## src/rtl/instr_pkg.sv

```systemverilog
// Shared encoding tables for the single-cycle MIPS core:
// mnemonics, opcode/func maps, fixed words and encoder FSM states.
package instr_pkg;

    typedef enum logic [3:0] {
        MN_ADD  = 4'd0,
        MN_SUB  = 4'd1,
        MN_AND  = 4'd2,
        MN_OR   = 4'd3,
        MN_SLT  = 4'd4,
        MN_ADDI = 4'd5,
        MN_SLTI = 4'd6,
        MN_LW   = 4'd7,
        MN_SW   = 4'd8,
        MN_BEQ  = 4'd9,
        MN_J    = 4'd10,
        MN_JR   = 4'd11,
        MN_JAL  = 4'd12,
        MN_NOP  = 4'd13,
        MN_HALT = 4'd14,
        MN_ILL  = 4'd15
    } mnem_e;

    localparam logic [5:0] OPC_RT   = 6'd0;
    localparam logic [5:0] OPC_ADDI = 6'd1;
    localparam logic [5:0] OPC_SLTI = 6'd2;
    localparam logic [5:0] OPC_LW   = 6'd3;
    localparam logic [5:0] OPC_SW   = 6'd4;
    localparam logic [5:0] OPC_BEQ  = 6'd5;
    localparam logic [5:0] OPC_J    = 6'd6;
    localparam logic [5:0] OPC_JR   = 6'd7;
    localparam logic [5:0] OPC_JAL  = 6'd8;

    localparam logic [5:0] FN_ADD = 6'h20;
    localparam logic [5:0] FN_SUB = 6'h22;
    localparam logic [5:0] FN_AND = 6'h24;
    localparam logic [5:0] FN_OR  = 6'h25;
    localparam logic [5:0] FN_SLT = 6'h2A;

    localparam logic [31:0] NOP_WORD = 32'h0000_0020;

    localparam logic [1:0] ST_IDLE  = 2'd0;
    localparam logic [1:0] ST_WRITE = 2'd1;
    localparam logic [1:0] ST_FULL  = 2'd2;

    function automatic logic [31:0] enc_r(
        input logic [4:0] rs,
        input logic [4:0] rt,
        input logic [4:0] rd,
        input logic [5:0] fn
    );
        return {OPC_RT, rs, rt, rd, 5'b0, fn};
    endfunction

    function automatic logic [31:0] enc_i(
        input logic [5:0]  opc,
        input logic [4:0]  rs,
        input logic [4:0]  rt,
        input logic [15:0] imm
    );
        return {opc, rs, rt, imm};
    endfunction

endpackage

```

## src/rtl/instr_field_packer.sv

```systemverilog
// Combinational mnemonic + fields to 32-bit MIPS word.
// HALT jumps to its own word index, hence the address input.
module instr_field_packer
    import instr_pkg::*;
(
    input  logic [3:0]  op_i,
    input  logic [4:0]  rs_i,
    input  logic [4:0]  rt_i,
    input  logic [4:0]  rd_i,
    input  logic [15:0] imm_i,
    input  logic [25:0] target_i,
    input  logic [25:0] pc_word_i,
    output logic [31:0] word_o,
    output logic        legal_o
);

    always_comb begin
        word_o  = '0;
        legal_o = 1'b1;
        case (mnem_e'(op_i))
            MN_ADD:  word_o = enc_r(rs_i, rt_i, rd_i, FN_ADD);
            MN_SUB:  word_o = enc_r(rs_i, rt_i, rd_i, FN_SUB);
            MN_AND:  word_o = enc_r(rs_i, rt_i, rd_i, FN_AND);
            MN_OR:   word_o = enc_r(rs_i, rt_i, rd_i, FN_OR);
            MN_SLT:  word_o = enc_r(rs_i, rt_i, rd_i, FN_SLT);
            MN_ADDI: word_o = enc_i(OPC_ADDI, rs_i, rt_i, imm_i);
            MN_SLTI: word_o = enc_i(OPC_SLTI, rs_i, rt_i, imm_i);
            MN_LW:   word_o = enc_i(OPC_LW, rs_i, rt_i, imm_i);
            MN_SW:   word_o = enc_i(OPC_SW, rs_i, rt_i, imm_i);
            MN_BEQ:  word_o = enc_i(OPC_BEQ, rs_i, rt_i, imm_i);
            MN_J:    word_o = {OPC_J, target_i};
            MN_JR:   word_o = {OPC_JR, rs_i, 21'b0};
            MN_JAL:  word_o = {OPC_JAL, target_i};
            MN_NOP:  word_o = NOP_WORD;
            MN_HALT: word_o = {OPC_J, pc_word_i};
            default: legal_o = 1'b0;
        endcase
    end

endmodule

```

## src/rtl/instr_stream_encoder.sv

```systemverilog
// Accepts symbolic instructions one per handshake and writes the
// encoded words into consecutive instruction-memory locations.
module instr_stream_encoder
    import instr_pkg::*;
#(
    parameter int          DEPTH_LOG2 = 8,
    parameter logic [31:0] BASE_ADDR  = 32'h0000_0000
) (
    input  logic                  clk,
    input  logic                  rst,
    input  logic                  clear,
    input  logic                  in_valid,
    output logic                  in_ready,
    input  logic [3:0]            in_op,
    input  logic [4:0]            in_rs,
    input  logic [4:0]            in_rt,
    input  logic [4:0]            in_rd,
    input  logic [15:0]           in_imm,
    input  logic [25:0]           in_target,
    output logic                  imem_we,
    output logic [31:0]           imem_addr,
    output logic [31:0]           imem_wdata,
    output logic [DEPTH_LOG2:0]   count,
    output logic                  full,
    output logic                  err
);

    localparam logic [DEPTH_LOG2:0] CAP =
        {1'b1, {DEPTH_LOG2{1'b0}}};

    logic [1:0]            state_q, state_d;
    logic [DEPTH_LOG2-1:0] ptr_q, ptr_d;
    logic [DEPTH_LOG2:0]   count_q, count_d;
    logic                  err_q, err_d;
    logic [31:0]           wdata_q, wdata_d;
    logic [31:0]           pack_word;
    logic                  pack_legal;

    assign imem_addr  = BASE_ADDR + 32'({ptr_q, 2'b00});
    assign imem_wdata = wdata_q;
    assign imem_we    = (state_q == ST_WRITE);
    assign in_ready   = (state_q == ST_IDLE) && !rst;
    assign count      = count_q;
    assign full       = (count_q == CAP);
    assign err        = err_q;

    instr_field_packer u_packer (
        .op_i      (in_op),
        .rs_i      (in_rs),
        .rt_i      (in_rt),
        .rd_i      (in_rd),
        .imm_i     (in_imm),
        .target_i  (in_target),
        .pc_word_i (imem_addr[27:2]),
        .word_o    (pack_word),
        .legal_o   (pack_legal)
    );

    always_comb begin
        state_d = state_q;
        ptr_d   = ptr_q;
        count_d = count_q;
        err_d   = err_q;
        wdata_d = wdata_q;
        if (clear) begin
            // an in-flight write still strobes this cycle
            state_d = ST_IDLE;
            ptr_d   = '0;
            count_d = '0;
            err_d   = 1'b0;
        end else begin
            case (state_q)
                ST_IDLE: begin
                    if (in_valid && pack_legal) begin
                        wdata_d = pack_word;
                        state_d = ST_WRITE;
                    end else if (in_valid) begin
                        err_d = 1'b1;
                    end
                end
                ST_WRITE: begin
                    count_d = count_q + (DEPTH_LOG2+1)'(1);
                    // saturate so the last slot address is held
                    if (!(&ptr_q))
                        ptr_d = ptr_q + (DEPTH_LOG2)'(1);
                    state_d = (count_d == CAP) ? ST_FULL
                                               : ST_IDLE;
                end
                ST_FULL: state_d = ST_FULL;
                default: state_d = ST_IDLE;
            endcase
        end
    end

    always_ff @(posedge clk or posedge rst) begin
        if (rst) begin
            state_q <= ST_IDLE;
            ptr_q   <= '0;
            count_q <= '0;
            err_q   <= 1'b0;
            wdata_q <= '0;
        end else begin
            state_q <= state_d;
            ptr_q   <= ptr_d;
            count_q <= count_d;
            err_q   <= err_d;
            wdata_q <= wdata_d;
        end
    end

endmodule

```

## config.mk

```make
export PLATFORM = sky130hd
export DESIGN_NAME = instr_stream_encoder
export DESIGN_NICKNAME = d
export VERILOG_FILES = /design/src/rtl/instr_pkg.sv /design/src/rtl/instr_field_packer.sv /design/src/rtl/instr_stream_encoder.sv
export SDC_FILE = /design/constraint.sdc
export NUM_CORES = 1
export LEC_CHECK = 0
export CAP_MARGIN = 25
export CORE_MARGIN = 2
export CORE_UTILIZATION = 44
export CTS_CLUSTER_SIZE = 30
export DETAILED_ROUTE_END_ITERATION = 8
export PLACE_DENSITY = 0.9
export SLEW_MARGIN = 20
export SYNTH_ARGS = -nofsm -noshare
export SYNTH_HDL_FRONTEND = slang
export SYNTH_HIERARCHICAL = 1
export SYNTH_SLANG_ARGS = --single-unit
```

## constraint.sdc

```tcl
create_clock -name clk -period 1.84 [get_ports clk]
set_input_delay 0.368 -clock clk [delete_from_list [all_inputs] [get_ports clk]]
set_output_delay 0.368 -clock clk [all_outputs]
set_load 0.02 [all_outputs]
```

==> out/metrics.yaml, run 1 <==
run_status: "finished with violations"
violations: "setup timing"
cts_sinks: 52
slew_viol_final: 0
hold_viol: 0
cp-start-kind: "flop"
arrival_ns: 1.60
rows: 32
max-cap-violations: 0
grt_max_degree: 29
start_util_pct: 45.27
syn_area_sq_um: 3498
avgRoutedWirePerCell_microns: 16.48
port_buffers: 117
worstPathMaxFanout: 2
worst_pin_slew_ns: 0.6925
ys_types: 58
antennaDiodeCount: 0
setup_slack_ns: -0.1277
syn_inst: 363
hold_class: "in -> async"
place_hpwl_microns: 7692
route.detailed.drc: 0
antenna_found_initial: 0
crit_required_ns: 1.47
clk_pin_slew_ns: 0.10
clk_latency_ns: 0.31
synth-edff-count: 0
cts_buffers: 5
die_h_microns: 93.17
yosysTopAreaCell: "dfrtp_1"
cts.path.max_buffers: 2
synth_flop_cell: "dfrtp_1"
nets: 605
max-vdd-ir-drop_mv: 0.4296
wl_microns: 10550
syn_to_final_growth_pct: 51.29
whs_ns: 0.4762
slew_headroom_pct: 53.79
core_sq_um: 7727
postRouteAntennaNets: 0
fmax_mhz: 508.2
p_per_area_nw_per_um2: 625.7
leakage_nw: 2.534
path_cells: "or4_4 -> nor4_4 -> buf_4"
setup_viol: 1
num_vias: 3424
finalCritPeriodShare_pct: 106.9
cp_slowest_stage_delay_ns: 0.56
period_needed_ns: 1.968
gp_congestion: 0.8533
synth_area_per_cell_sq_um: 9.637
dieArea_sq_um: 8680
finClkSkew_ns: 0.002580
rsz0062_at_grt: "yes"
cts_hold_buf: 0
crit_buf_inv: 1
grt.total_usage_pct: 24.92
htreeDepth: 2
die_x_microns: 93.17
final_common_cell: "clkdlybuf4s50_1"
grt-ovfl-total: 0
cts_tree: "done"
first_iter_violations: 170
synth_area_leaders: "dfrtp_1 37%, mux2_2 10%, buf_4 6.0%"
cpLargestDelayFamily: "simple AND/OR/NAND/NOR gates"
ys_seq_area_share_pct: 37.20
fillCellCount: 600
yosys_register_bits: 52
pre_cts_ws_ns: -0.5607
worstSetupEndpointType: "primary output"
vias_per_cell: 5.350
first_global_vias: 3489
critPathKind: "reg -> out"
grt_pass1_wl_microns: 17120
firstDrtPassIters: 4
drive_above_1_share_pct: 21.19
final_cell_mix: "100 x clkdlybuf4s50_1, 49 x dfrtp_1, 49 x buf_4"
cp_slowest_cell: "or4_4"
clk_root_buffer_cell: "clkbuf_8"
synth_top_cell_area_share_pct: 37.20
ioPinCount: 142
yosysWarnings: 6
synth-async-reset-ratio_pct: 100.0
==> metrics by stage <==
| step | total power, mW | area, sq um | TNS [ns] | instances | util, % |
|---|---|---|---|---|---|
| 2_1_floorplan | 2.053 | 3719 | -0.03817 | 405 | - |
| 3_3_place_gp | 2.581 | 5035 | -14.60 | 622 | 65.16 |
| 3_5_place_dp | 2.618 | 5035 | -16.28 | 622 | 65.16 |
| 4_1_cts | 3.324 | 5261 | -0.1301 | 639 | 68.09 |
| 5_1_grt | 3.478 | 5293 | -0.2061 | 640 | 68.49 |
| 6_report | 3.312 | 5293 | -0.1277 | 640 | 68.49 |
==> cell usage after synthesis (4+ instances only) <==
master	number
a32oi_1	13
nor3_1	5
nand4_1	6
clkbuf_1	4
and4b_1	5
xor2_1	6
and3_1	12
o211ai_1	9
nand4b_1	4
nand2_1	25
dfrtp_1	52
buf_2	15
nor2_1	23
o21ai_0	7
nor4_1	4
a21oi_1	9
a221o_1	12
nand2b_1	5
xnor2_1	8
nand3_1	8
mux2_2	32
buf_4	28
nor2b_1	5
inv_1	11
==> registers in the layout, indices dropped and copies added (netlist names) <==
signal,count
imem_wdata,32
count,9
state_q,2
err,1
ptr_q,8
==> where the power goes <==
group / internal, mW / leakage (nW) / switching [mW]
sequential: 1.29 / 0.673 / 0.0864
clock: 0.274 / 0.0424 / 0.402
combinational: 0.668 / 1.82 / 0.590
==> final timing paths <==
| path | startpoint | endpoint | slack [ns] | cells past startpoint |
|---|---|---|---|---|
| min in group clk | imem_wdata[7] | imem_wdata[7] | 0.51 | 1 |
| max in group asynchronous | rst | ptr_q[7] | 1.05 | 3 |
| worst min-delay path | rst | imem_wdata[27] | 0.48 | 3 |
| worst max-delay path | count[7] | full | -0.13 | 3 |
| worst max register to register | state_q[1] | imem_wdata[0] | 0.11 | 7 |
| worst min register to register | imem_wdata[7] | imem_wdata[7] | 0.51 | 1 |
==> cell type report <==
cell class	count	area (sq um)	area share, %
clock buffers	7	76.32	1.442
clock inverters	1	8.758	0.1655
inverters	12	47.55	0.8983
multi-input cells	290	2004	37.87
flip-flops and latches	52	1305	24.66
well taps	102	127.6	2.411
repair buffers	176	1723	32.55
==> logic make-up (layout without fill, tap and decap cells) <==
family / after synthesis / in the layout / share of synthesized area, %
XOR/XNOR: 15 / 15 / 3.970
flip-flops: 52 / 52 / 37.20
adder cells (fa/ha/maj): 3 / 3 / 1.073
AND/OR/NAND/NOR: 118 / 118 / 18.63
AO/OA/AOI/OAI: 73 / 73 / 16.02
buffers and inverters: 63 / 196 / 11.05
multiplexers: 37 / 37 / 11.84
other: 2 / 44 / 0.2147
==> layer usage <==
| metal | vias to the layer above | share of wire, % | global-route usage [%] |
|---|---|---|---|
| met1 | 1667 | 40 | 30.64 |
| li1 | 1611 | - | - |
| met5 | - | 0 | 0 |
| met4 | 0 | 0.69 | 5.637 |
| met2 | 140 | 53 | 44.93 |
| met3 | 6 | 6.6 | 5.077 |
==> worst reg2reg max path, stage by stage (launching register included) <==
cell and delay [ns]:
dfrtp_1 0.41, buf_4 0.15, nor2_1 0.14, nand4b_1 0.16
buf_4 0.17, buf_4 0.12, buf_4 0.17, mux2_4 0.31
==> repair_timing <==
action                     in CTS  in global routing
setup buffers                   6                  1
cloned                          3                  0
pin swaps                       3                  0
setup endpoints to repair      37                 11
gates resized for setup        23                 11
No activity file was read; power rests on OpenSTA's default activity.
==> run 2, diff against run 1 <==
--- a/config.mk
+++ b/config.mk
@@ -11,7 +11,8 @@
 export CTS_CLUSTER_SIZE = 30
 export DETAILED_ROUTE_END_ITERATION = 8
 export PLACE_DENSITY = 0.9
-export SLEW_MARGIN = 20
+export SKIP_LAST_GASP = 1
+export SLEW_MARGIN = 5
 export SYNTH_ARGS = -nofsm -noshare
 export SYNTH_HDL_FRONTEND = slang
 export SYNTH_HIERARCHICAL = 1
==> run 2 against run 1 <==
The flow still finishes with violations (setup timing). Setup slack about the same. Sequential share of layout area about the same. Critical path depth unchanged. Register-to-register slack about the same. Clock skew increased by 0.0012 ns. Utilization about the same. Hold slack improved by 0.00075 ns. First-iteration DRC count is 1.2% higher. Clock-buffer cell count unchanged. Power hardly changed. Critical path type unchanged.
==> out/metrics.yaml, run 2 (synthesized netlist as in run 1, its figures left out) <==
run_status: "finished with violations"
violations: "setup timing"
crit_required_ns: 1.47  # about the same
hold_class: "in -> async"
hold_viol: 0  # unchanged
worstPathMaxFanout: 2  # unchanged
leakage_nw: 2.515  # -0.74%
setup_slack_ns: -0.1277  # +0.00001200 ns
max-vdd-ir-drop_mv: 0.4312  # +0.39%
finClkSkew_ns: 0.003760  # +0.001180 ns
port_buffers: 117  # unchanged
final_common_cell: "clkdlybuf4s50_1"
slew_viol_final: 0  # unchanged
syn_to_final_growth_pct: 51.22  # about the same
cts_sinks: 52  # unchanged
grt_max_degree: 29  # unchanged
ff2ff_path_depth: 7  # unchanged
arrival_ns: 1.60  # about the same
core_sq_um: 7727  # unchanged
path_cells: "or4_4 -> nor4_4 -> buf_4"
rows: 32  # unchanged
slew_headroom_pct: 54.22  # +0.43 points
first_iter_violations: 172  # +1.2%
cts_buffers: 5  # unchanged
nets: 605  # unchanged
first_global_vias: 3489  # unchanged
worstSetupEndpointType: "primary output"
avgRoutedWirePerCell_microns: 16.43  # -0.30%
cp_slowest_cell: "or4_4"
max-cap-violations: 0  # unchanged
critPathKind: "reg -> out"
timing.rr.end: "imem_wdata[0]"
ff2ff_setup_slack_ns: 0.11  # about the same
clk_latency_ns: 0.31  # about the same
final_cell_mix: "101 x clkdlybuf4s50_1, 49 x dfrtp_1, 49 x buf_4"
cp_slowest_stage_delay_ns: 0.56  # about the same
grt.total_usage_pct: 24.92  # unchanged
finalCritPeriodShare_pct: 106.9  # about the same
grt-ovfl-total: 0  # unchanged
firstDrtPassIters: 5  # +1
rsz0062_at_grt: "yes"
route.detailed.drc: 0  # unchanged
vias_per_cell: 5.338  # -0.23%
fin_setup_tns_ns: -0.1818  # -0.05406 ns
die_h_microns: 93.17  # unchanged
antenna_found_initial: 0  # unchanged
antennaDiodeCount: 0  # unchanged
grt_pass1_wl_microns: 17120  # unchanged
largest_reg_flops: 32  # unchanged
r2r-start: "state_q[1]"
cts_tree: "done"
wl_microns: 10520  # -0.30%
gp_congestion: 0.8533  # unchanged
place_hpwl_microns: 7692  # unchanged
cts.path.max_buffers: 2  # unchanged
cp-start-kind: "flop"
worst_pin_slew_ns: 0.6862  # -0.006379 ns
die_x_microns: 93.17  # unchanged
ioPinCount: 142  # unchanged
drive_above_1_share_pct: 21.19  # unchanged
clk_root_buffer_cell: "clkbuf_8"
fillCellCount: 602  # +0.33%
fmax_mhz: 508.2  # about the same
htreeDepth: 2  # unchanged
p_per_area_nw_per_um2: 626.1  # about the same
postRouteAntennaNets: 0  # unchanged
setup_viol: 2  # +1
dieArea_sq_um: 8680  # unchanged
period_needed_ns: 1.968  # -0.00001200 ns
num_vias: 3416  # -0.23%
start_util_pct: 45.27  # unchanged
whs_ns: 0.4769  # +0.0007490 ns
clk_pin_slew_ns: 0.10  # about the same
run 2: cell types whose count changed in the layout (fill, tap and decap cells not counted), sizes merged:
cell           delta
clkdlybuf4s50     +1
dlymetal6s2s      -1
run 2: final cells by class:
| type | count | area, sq um | share of cell area [%] |
|---|---|---|---|
| multi-input cells | 290 | 2004 | 37.89 |
| clock buffers | 7 | 76.32 | 1.443 |
| well taps | 102 | 127.6 | 2.412 |
| flip-flops and latches | 52 | 1305 | 24.67 |
| inverters | 12 | 47.55 | 0.8988 |
| repair buffers | 176 | 1720 | 32.52 |
| clock inverters | 1 | 8.758 | 0.1656 |
run 2: what timing repair did:
action | CTS | global route
resized for setup | 23 | 10
cloned | 3 | 0
hold buffers | 0 | 0
setup endpoints to repair | 37 | 11
endpoints found under the hold margin | 0 | 0
pin swaps | 3 | 0
buffers inserted | 6 | 1
run 2: worst max path at each step:
| stage | start | depth (start not counted) | to |
|---|---|---|---|
| finish | count[7] | 3 | full |
| detailed placement | in_op[3] | 6 | imem_wdata[18] |
| global placement | in_op[3] | 6 | imem_wdata[18] |
| CTS | count[7] | 3 | full |
| global route | count[7] | 3 | full |
| floorplan | in_op[2] | 8 | imem_wdata[31] |
run 2: stage by stage:
stage          std cells  utilization, %  total power, mW  cell area, sq um  setup slack (ns)
6_report             640           68.46            3.312              5290           -0.1277
4_1_cts              639           68.09            3.324              5261           -0.1301
3_3_place_gp         622           65.16            2.581              5035           -0.4836
3_5_place_dp         622           65.16            2.618              5035           -0.5607
5_1_grt              640           68.46            3.478              5290           -0.2061
2_1_floorplan        405               -            2.053              3719          -0.01721
run 2: power breakdown:
part,switching [mW],internal [mW]
registers,0.0859,1.29
clock network,0.404,0.274
logic,0.590,0.668
total,1.08,2.23
run 2: routing by layer:
metal	share of wire (%)	GRT usage, %	wire, microns
met1	40	30.64	4203
met2	53	44.93	5568
met3	6.4	5.077	670
met4	0.69	5.637	73
met5	0	0	0
run 2: critical path: cells and delay by family (launching register included):
| family | cells | cell delay [ns] |
|---|---|---|
| and+or+nand+nor | 2 | 0.71 |
| DFF | 1 | 0.40 |
| buffers and inverters | 1 | 0.18 |
==> run 3, diff against run 2 <==
==> constraint.sdc (replaced) <==
create_clock -name clk -period 2.1 [get_ports clk]
set_input_delay 0.42 -clock clk [delete_from_list [all_inputs] [get_ports clk]]
set_output_delay 0.42 -clock clk [all_outputs]
set_load 0.02 [all_outputs]
==> run 3 against run 2 <==
The flow now finishes without violations. Cell area fell by 5.4%. Power shrank 12%. Die area did not move. Register-to-register slack gained 0.35 ns. Utilization shrank 3.7 points. Setup slack improved by 0.18 ns. First-iteration DRC count up 29%. Hold slack improved by 0.023 ns. Clock skew grew 0.0040 ns. Clock-buffer cell count decreased by 2. Combinational power shrank 17%. Critical path depth is 3 higher. Critical endpoint is now imem_wdata[7]. Highest routed layer unchanged.
==> out/metrics.yaml, run 3 (synthesized netlist as in run 1, its figures left out) <==
worst_pin_slew_ns: 0.7121  # +0.02593 ns
intPower_mw: 2.016  # -9.7%
p_comb_share_pct: 35.6  # -2.4 points
grt_max_degree: 53  # +83%
clk_latency_ns: 0.31  # about the same
hold_class: "in -> async"
worstSetupEndpointType: "flop"
cts_buffers: 5  # unchanged
crit_required_ns: 2.29  # +0.82 ns
avgRoutedWirePerCell_microns: 16.43  # about the same
cts_tree: "done"
p_seq_share_pct: 41.3  # -0.3 points
gp_congestion: 0.8315  # -2.6%
final_common_cell: "clkdlybuf4s50_1"
finalCritPeriodShare_pct: 97.68
grt_pass1_wl_microns: 15660  # -8.5%
setup_viol: 0  # -2
port_buffers: 117  # unchanged
final_cell_mix: "114 x clkdlybuf4s50_1, 52 x dfrtp_1, 44 x conb_1"
die_x_microns: 93.17  # unchanged
ff2ff_setup_slack_ns: 0.46  # +0.35 ns
leakage_nw: 2.215  # -12%
cts_hold_buf: 0  # unchanged
cp-start-kind: "primary input"
dieArea_sq_um: 8680  # unchanged
route.detailed.drc: 0  # unchanged
first_global_vias: 3314  # -5.0%
postRouteAntennaNets: 0  # unchanged
rsz0062_at_grt: "yes"
finClkSkew_ns: 0.007803  # +0.004043 ns
period_needed_ns: 2.051
syn_to_final_growth_pct: 43.06
nets: 576  # -4.8%
hold_viol: 0  # unchanged
power.share.switching_pct: 31.12  # -1.5 points
p_clk_share_pct: 23.1  # +2.7 points
firstDrtPassIters: 4  # -1
p_sw_uw: 910.7  # -16%
clk_root_buffer_cell: "clkbuf_8"
place_hpwl_microns: 7469  # -2.9%
first_iter_violations: 222  # +29%
clk_pin_slew_ns: 0.10  # about the same
arrival_ns: 2.24  # +0.64 ns
core_sq_um: 7727  # unchanged
p_per_area_nw_per_um2: 584.8  # -6.6%
vias_per_cell: 5.438  # +1.9%
critPathKind: "in -> reg"
rows: 32  # unchanged
fmax_mhz: 487.5
start_util_pct: 45.27  # unchanged
max-vdd-ir-drop_mv: 0.3335  # -23%
slew_viol_final: 0  # unchanged
antennaDiodeCount: 0  # unchanged
max-cap-violations: 0  # unchanged
ioPinCount: 142  # unchanged
die_h_microns: 93.17  # unchanged
whs_ns: 0.5004  # +0.02348 ns
worstPathMaxFanout: 10  # +8
utilization_pct: 64.77  # -3.7 points
cts_setup_buffers: 0  # -6
stdcell_count: 609  # -4.8%
largest_reg_flops: 32  # unchanged
htreeDepth: 2  # unchanged
drive_above_1_share_pct: 15.58  # -5.6 points
grt-ovfl-total: 0  # unchanged
cts_sinks: 52  # unchanged
dp_cells: 603  # -3.1%
wl_microns: 10000  # -4.9%
cts.path.max_buffers: 2  # unchanged
run_status: "complete, no violations"
slew_headroom_pct: 52.49  # -1.7 points
grt.total_usage_pct: 22.78  # -2.1 points
num_vias: 3312  # -3.0%
antenna_found_initial: 0  # unchanged
-- run 3: changes by cell type in the layout (fill, tap and decap cells not counted), sizes merged, moves of 2 or more --
| cell | before | now |
|---|---|---|
| clkbuf | 7 | 5 |
| dlygate4sd2 | 6 | 1 |
| dlymetal6s2s | 7 | 1 |
| buf | 59 | 31 |
| clkdlybuf4s15 | 2 | 0 |
| clkdlybuf4s50 | 101 | 114 |
-- run 3: cell type report --
cell class,count,area [sq um]
fill,606,2723
multi-input combinational,290,1986
timing repair buffer,147,1444
sequential,52,1301
tap,102,127.6
clock buffer,5,68.82
inverter,12,47.55
clock inverter,1,30.03
-- run 3: per-stage QoR --
stage | total power, mW | TNS, ns | cell area [sq um] | worst slack, ns
2_1_floorplan | 1.785 | 0 | 3662 | 0.08674
3_3_place_gp | 2.236 | -7.730 | 4872 | -0.2699
3_5_place_dp | 2.266 | -9.660 | 4872 | -0.3354
4_1_cts | 2.938 | 0 | 4980 | 0.01881
5_1_grt | 3.069 | -0.008696 | 5005 | -0.008696
6_report | 2.927 | 0 | 5005 | 0.04877
-- run 3: power groups by stage --
stage	sequential [mW]	clock (mW)	combinational (mW)
3_5_place_dp	1.23	0	1.04
4_1_cts	1.21	0.687	1.04
2_1_floorplan	1.38	0	0.404
5_1_grt	1.22	0.738	1.11
3_3_place_gp	1.22	0	1.01
6_report	1.21	0.676	1.04
-- run 3: critical path: stages --
cell and delay, ns:
clkdlybuf4s50_1 0.46, buf_4 0.19, or2_1 0.25, a21o_2 0.26
a221o_1 0.36, mux2_1 0.29
-- run 3: worst paths after layout --
| check | to | cells past startpoint | from |
|---|---|---|---|
| max in group asynchronous | imem_wdata[15] | 3 | rst |
| worst max register to register | ptr_q[6] | 5 | ptr_q[0] |
| worst min register to register | imem_wdata[6] | 1 | imem_wdata[6] |
| worst min-delay path | ptr_q[6] | 3 | rst |
| min in group clk | imem_wdata[6] | 1 | imem_wdata[6] |
| worst max-delay path | imem_wdata[7] | 6 | in_op[0] |
-- run 3: routing by layer --
metal / GRT usage, % / part of all wire [%] / vias up
met2: 40.04 / 51 / 140
met4: 6.740 / 1.0 / 0
met3: 4.190 / 6.5 / 11
li1: - / - / 1547
met1: 28.53 / 41 / 1614
met5: 0 / 0 / -
-- run 3: what timing repair did --
| item | in CTS | in global routing |
|---|---|---|
| gates resized for setup | 9 | 7 |
| pin swaps | 1 | 0 |
| endpoints found under the hold margin | 0 | 0 |
| setup endpoints to repair | 13 | 32 |
